**config.mk**
```make
export PLATFORM = sky130hd
export DESIGN_NAME = scan_decoder_flat
export DESIGN_NICKNAME = d
export VERILOG_FILES = /design/src/rtl/scan_decoder_pkg.sv /design/src/rtl/scan_decoder_if.sv /design/src/rtl/scan_decoder_onehot_dec.sv /design/src/rtl/scan_decoder.sv /design/src/flat_wrapper.sv
export SDC_FILE = /design/constraint.sdc
export NUM_CORES = 1
export LEC_CHECK = 0
export ABC_AREA = 1
export CORE_ASPECT_RATIO = 1.25
export CORE_MARGIN = 2
export CORE_UTILIZATION = 25
export CTS_CLUSTER_DIAMETER = 50
export CTS_CLUSTER_SIZE = 8
export DETAILED_ROUTE_END_ITERATION = 10
export PLACE_DENSITY = 0.49
export REMOVE_ABC_BUFFERS = 1
export SYNTH_ARGS = -nofsm -noshare
export SYNTH_HDL_FRONTEND = slang
export SYNTH_SLANG_ARGS = --single-unit
```
**constraint.sdc**
```tcl
create_clock -name clk -period 1.4 [get_ports clk]
set_input_delay 0.14 -clock clk [delete_from_list [all_inputs] [get_ports clk]]
set_output_delay 0.14 -clock clk [all_outputs]
set_load 0.01 [all_outputs]
```
**src/rtl/scan_decoder_pkg.sv**
```systemverilog
// ----------------------------------------------------------------------------
// scan_decoder_pkg
//
// Shared definitions for the scan decoder slice:
//   - scan_state_t : sequencer states (IDLE / HOLD / SCAN)
//   - clog2        : ceiling log2 constant function
//   - count_width  : prescale counter width, never narrower than one bit
//
// No ports; imported by the interface, the decoder and the top.
// ----------------------------------------------------------------------------
package scan_decoder_pkg;

    // Encodings are fixed so the state register reads the same in every
    // lab that reuses this decoder.
    typedef enum logic [1:0] {
        IDLE = 2'd0,
        HOLD = 2'd1,
        SCAN = 2'd2
    } scan_state_t;

    // Ceiling log2: clog2(1) = 0, clog2(3) = 2, clog2(4) = 2, clog2(5) = 3.
    function automatic int clog2(input int value);
        int result;
        int rem;
        result = 0;
        rem    = value - 1;
        while (rem > 0) begin
            result = result + 1;
            rem    = rem >> 1;
        end
        return result;
    endfunction

    // A prescale of 1 still needs a one-bit counter so the terminal-count
    // compare has something to look at.
    function automatic int count_width(input int prescale);
        int w;
        w = clog2(prescale);
        return (w < 1) ? 1 : w;
    endfunction

endpackage : scan_decoder_pkg

```
**src/rtl/scan_decoder_if.sv**
```systemverilog
// ----------------------------------------------------------------------------
// scan_decoder_if
//
// Control and result bundle of the scan decoder.
//   Parameter N : select width; one-hot output width is 2**N.
//
//   en    : 1 = outputs active, 0 = outputs blanked
//   mode  : 0 = direct (hold loaded index), 1 = scan
//   load  : one-cycle strobe, capture sel into the index register
//   sel   : index to load
//   y     : registered one-hot, y[0] is the leftmost bit
//   idx   : current index register
//   wrap  : one-cycle pulse when a scan advance rolls idx over to 0
//
// master drives the controls (test bench / parent block), slave is the
// decoder itself.
// ----------------------------------------------------------------------------
interface scan_decoder_if #(
    parameter int N = 2
);

    logic                  en;
    logic                  mode;
    logic                  load;
    logic [N-1:0]          sel;
    logic [0:(1 << N) - 1] y;
    logic [N-1:0]          idx;
    logic                  wrap;

    modport master (
        output en,
        output mode,
        output load,
        output sel,
        input  y,
        input  idx,
        input  wrap
    );

    modport slave (
        input  en,
        input  mode,
        input  load,
        input  sel,
        output y,
        output idx,
        output wrap
    );

endinterface : scan_decoder_if

```
**src/rtl/scan_decoder_onehot_dec.sv**
```systemverilog
// ----------------------------------------------------------------------------
// onehot_dec
//
// Purely combinational N-to-2**N one-hot decoder; the generalised form of
// the fixed 2-to-4 lab decoder.
//   Parameter N : select width
//   idx    (in)  : N-bit index
//   onehot (out) : [0:2**N-1], onehot[k] = 1 when idx == k
//
// Bit 0 is the leftmost bit so idx 0 reads as 1000 for N = 2, matching the
// original decoder's truth table.
// ----------------------------------------------------------------------------
module onehot_dec #(
    parameter int N = 2
) (
    input  logic [N-1:0]          idx,
    output logic [0:(1 << N) - 1] onehot
);

    always_comb begin
        onehot      = '0;
        onehot[idx] = 1'b1;
    end

endmodule : onehot_dec

```
**src/rtl/scan_decoder.sv**
```systemverilog
// ----------------------------------------------------------------------------
// scan_decoder
//
// Registered N-to-2**N one-hot decoder with a built-in scan sequencer.
//   Parameter N        : select width (1..5), output width 2**N
//   Parameter PRESCALE : clock cycles per scan step (>= 1)
//
//   clk  (in) : rising-edge clock
//   rst  (in) : asynchronous, active-high reset
//   bus  (slave modport of scan_decoder_if):
//       en, mode, load, sel in; y, idx, wrap out (all outputs registered)
//
// Behaviour summary:
//   en = 0          -> IDLE, y blanked, idx retained, load ignored
//   en = 1, mode 0  -> HOLD, y = onehot(idx), load captures sel
//   en = 1, mode 1  -> SCAN, idx advances every PRESCALE cycles, wrap pulses
//                      on the rollover to 0; load resynchronises the scan
// ----------------------------------------------------------------------------
module scan_decoder
    import scan_decoder_pkg::*;
#(
    parameter int N        = 2,
    parameter int PRESCALE = 4
) (
    input  logic           clk,
    input  logic           rst,
    scan_decoder_if.slave  bus
);

    localparam int               OUT_W    = 1 << N;
    localparam int               CNT_W    = count_width(PRESCALE);
    localparam logic [CNT_W-1:0] CNT_TERM = CNT_W'(PRESCALE - 1);

    scan_state_t      state_q;
    scan_state_t      state_d;
    logic [N-1:0]     idx_q;
    logic [N-1:0]     idx_d;
    logic [CNT_W-1:0] count_q;
    logic [CNT_W-1:0] count_d;
    logic [0:OUT_W-1] y_q;
    logic [0:OUT_W-1] y_d;
    logic [0:OUT_W-1] dec_out;
    logic             wrap_q;
    logic             wrap_d;

    // The decoder looks at the next index so y lands in the same edge as
    // idx, keeping every output a plain register.
    onehot_dec #(
        .N (N)
    ) u_onehot_dec (
        .idx    (idx_d),
        .onehot (dec_out)
    );

    always_ff @(posedge clk or posedge rst) begin
        if (rst) begin
            state_q <= IDLE;
            idx_q   <= '0;
            count_q <= '0;
            y_q     <= '0;
            wrap_q  <= 1'b0;
        end else begin
            state_q <= state_d;
            idx_q   <= idx_d;
            count_q <= count_d;
            y_q     <= y_d;
            wrap_q  <= wrap_d;
        end
    end

    // The prescale count only survives while staying in SCAN without a
    // load; every other path clears it, which covers scan entry, scan exit
    // and resync with one default.
    always_comb begin
        state_d = state_q;
        idx_d   = idx_q;
        count_d = '0;
        wrap_d  = 1'b0;

        if (!bus.en) begin
            state_d = IDLE;
        end else if (!bus.mode) begin
            state_d = HOLD;
            if (bus.load) begin
                idx_d = bus.sel;
            end
        end else begin
            state_d = SCAN;
            if (bus.load) begin
                // Resync beats a coincident terminal count: no step, no wrap.
                idx_d = bus.sel;
            end else if (state_q != SCAN) begin
                // Entry edge starts the count at 0 so the first step comes
                // a full PRESCALE cycles later.
                idx_d = idx_q;
            end else if (count_q == CNT_TERM) begin
                idx_d  = idx_q + 1'b1;
                wrap_d = (idx_q == '1);
            end else begin
                count_d = count_q + 1'b1;
            end
        end

        y_d = (state_d == IDLE) ? '0 : dec_out;
    end

    assign bus.y    = y_q;
    assign bus.idx  = idx_q;
    assign bus.wrap = wrap_q;

endmodule : scan_decoder
```
**src/flat_wrapper.sv**
```systemverilog
// flat-port wrapper written by rule: the top's interface ports become plain ports
module scan_decoder_flat import scan_decoder_pkg::*;
#(
    parameter int N        = 2,
    parameter int PRESCALE = 4
)
  (clk, rst, bus_en, bus_mode, bus_load, bus_sel, bus_y, bus_idx, bus_wrap);
  scan_decoder_if #(.N(N)) bus_i ();
  input  logic clk;
  input  logic rst;
  input wire logic [$bits(bus_i.en)-1:0] bus_en;
  input wire logic [$bits(bus_i.mode)-1:0] bus_mode;
  input wire logic [$bits(bus_i.load)-1:0] bus_load;
  input wire logic [$bits(bus_i.sel)-1:0] bus_sel;
  output wire logic [$bits(bus_i.y)-1:0] bus_y;
  output wire logic [$bits(bus_i.idx)-1:0] bus_idx;
  output wire logic [$bits(bus_i.wrap)-1:0] bus_wrap;
  assign bus_i.en = bus_en;
  assign bus_i.mode = bus_mode;
  assign bus_i.load = bus_load;
  assign bus_i.sel = bus_sel;
  assign bus_y = bus_i.y;
  assign bus_idx = bus_i.idx;
  assign bus_wrap = bus_i.wrap;
  scan_decoder #(.N(N), .PRESCALE(PRESCALE)) u_core (.clk(clk), .rst(rst), .bus(bus_i));
endmodule
```
==> metrics.yaml <==
status: "finished, final reports clean"
share_comb_of_total_power_pct: 21.0
antenna_left: 0
grt_pass1_vias: 436
cp.required_ps: 1260
vias_per_cell: 4.55
io_pins: 14
yosys.cell_types.count: 18
ys_ff_latch: 11
num_rows: 18
finalHoldViolCount: 0
io_buffers: 13
grtUsageTotal_pct: 10.5
gr-usage-met2_pct: 15.5
rr_startpoint: "u_core.count_q[0]$_DFF_PP0_"
cts_tree: "built"
drt_iter0_markers: 1
power_leakage_uw: 0.000376
p_sw_uw: 179
avgSynthCellArea_um2: 9.19
finalCriticalPeriod_ps: 1340
peakVddDrop_mv: 0.291
wl_per_cell_um: 10.9
worstSkewPairLatency_ps: 260
path_class: "flop to output pin"
yosys_warnings: 0
finalCritPeriodShare_pct: 95.7
cts_resized: 0
start_kind: "flop"
gp_congestion: 0.812
worst_pin_slew_ps: 407
path_cells: "clkdlybuf4s50_1"
drive_gt1_share_pct: 20.3
cts_hold_buf: 0
cpPeakStageDelay_ps: 550
cp_data_arrival_time_ps: 1200
cts_made_buffers: 3
cts_max_level: 1
netlist_instances: 58
clockRootBuffer: "clkbuf_4"
skew_ps: 0.767
layout_commonest_cell: "clkdlybuf4s50_1"
diodes: 0
worst_setup_path_end_kind: "output pin"
rsz0062_at_grt: "no"
start_util_pct: 26.6
gr-max-usage-layer: "met2"
drcViolationCount: 0
crit_slowest_cell: "clkdlybuf4s50_1"
switching_share_pct: 25.6
p_seq_share_pct: 49.8
worstPathMaxFanout: 4
grt_pass1_wl_mm: 1.88
fp.dieW_um: 45.3
crit_buf_inv: 1
dieHeight_um: 55.6
seq_area_frac_synth_pct: 51.6
synth_area_leaders: "dfrtp_1, nand2_1, ha_1"
die_area_um2: 2520
finalSetupViolCount: 0
nNetsFinal: 90
grt_max_degree: 12
place_area_um2: 703
area_delta_synth_final_pct: 39.7
maxCapViolCount: 0
final_area_um2: 744
grt_util_met1_pct: 13.2
antenna_found_initial: 0
core_region_area_um2: 2000
powerDensity_nw_per_um2: 940
cts_max_path_buffers: 2
yosysTopAreaCell: "dfrtp_1"
cp_top_family: "buffers and inverters"
maxSlewViolCount: 0
cts_sinks: 11
grt_util_met3_pct: 0.974
p_total_uw: 699
clkTransAtPathRegs_ps: 60
finalSetupTns_ps: 0
synth_top_area_share_pct: 51.6
drt_pass1_iterations: 3
p_int_uw: 520
grt_remaining_overflow: 0
vias: 450
slew_headroom_pct: 72.9
routed_wl_mm: 1.08
cp-startpoint: "u_core.bus.idx[0]$_DFF_PP0_"
fmax_mhz: 746
power_frac_clock_pct: 29.2
synth_area_um2: 533
postCtsSetupRepairBufs: 0
most-common-layout-cells: "clkdlybuf4s50_1, nand2_1, dfrtp_1"
hold_path_class: "input port to asynchronous set/reset pin"
[routing by layer]
layer | vias up | wire length [um]
li1 | 230 | -
met1 | 208 | 505
met2 | 10 | 523
met3 | 2 | 25
met4 | 0 | 29
met5 | - | 0
[cells by family after synthesis]
group,count (synthesis),share of synthesized area (%)
and+or+nand+nor,30,28.9
DFF,11,51.6
buffers and inverters,9,6.34
AOI/OAI and AO/OA,5,6.10
adders and majority gates,3,7.04
[cell type report]
class,instances,area (um2)
tap,20,25.0
timing repair buffer,17,160
inverter,9,33.8
fill,220,1260
clock buffer,4,26.3
multi-input combinational,38,224
sequential,11,275
[state kept, by name, summed over array words and instances (netlist names)]
name and cells:
u_core.count_q 2, u_core.bus.wrap 1, u_core.state_q 2, u_core.bus.y 4
u_core.bus.idx 2
[cell usage after synthesis (all sizes together)]
master   n
nand2   14
o21ai    1
a21oi    4
nand3    5
inv      9
ha       3
nor3     1
nor2     7
dfrtp   11
nor4     1
nand4    2
[power groups by stage]
| stage | registers (uW) | logic [uW] | clock network, uW |
|---|---|---|---|
| after floorplan | 361 | 59.7 | 0 |
| after CTS | 350 | 139 | 211 |
| after global placement | 355 | 140 | 0 |
| after detailed placement | 356 | 138 | 0 |
| after global routing | 351 | 164 | 229 |
| final | 348 | 147 | 204 |
[worst paths after layout]
path,end,cells after the start,slack (ps)
max,bus_idx[0],1,60
min,u_core.bus.idx[1]$_DFF_PP0_,2,170
max reg2reg,u_core.bus.y[1]$_DFF_PP0_,8,170
min reg2reg,u_core.count_q[0]$_DFF_PP0_,1,470
max in group asynchronous,u_core.state_q[1]$_DFF_PP0_,2,950
min in group clk,u_core.count_q[0]$_DFF_PP0_,1,470
[per-stage QoR]
stage	setup slack, ps	util [%]	hold WS (ps)	instances
after CTS	31.1	36.4	181	97
after global placement	29.7	35.1	462	93
after floorplan	244	-	-7.56	58
after global routing	5.21	37.1	210	99
final	59.7	37.1	167	99
after detailed placement	62.9	35.1	465	93
No activity file was read; power rests on OpenSTA's default activity.
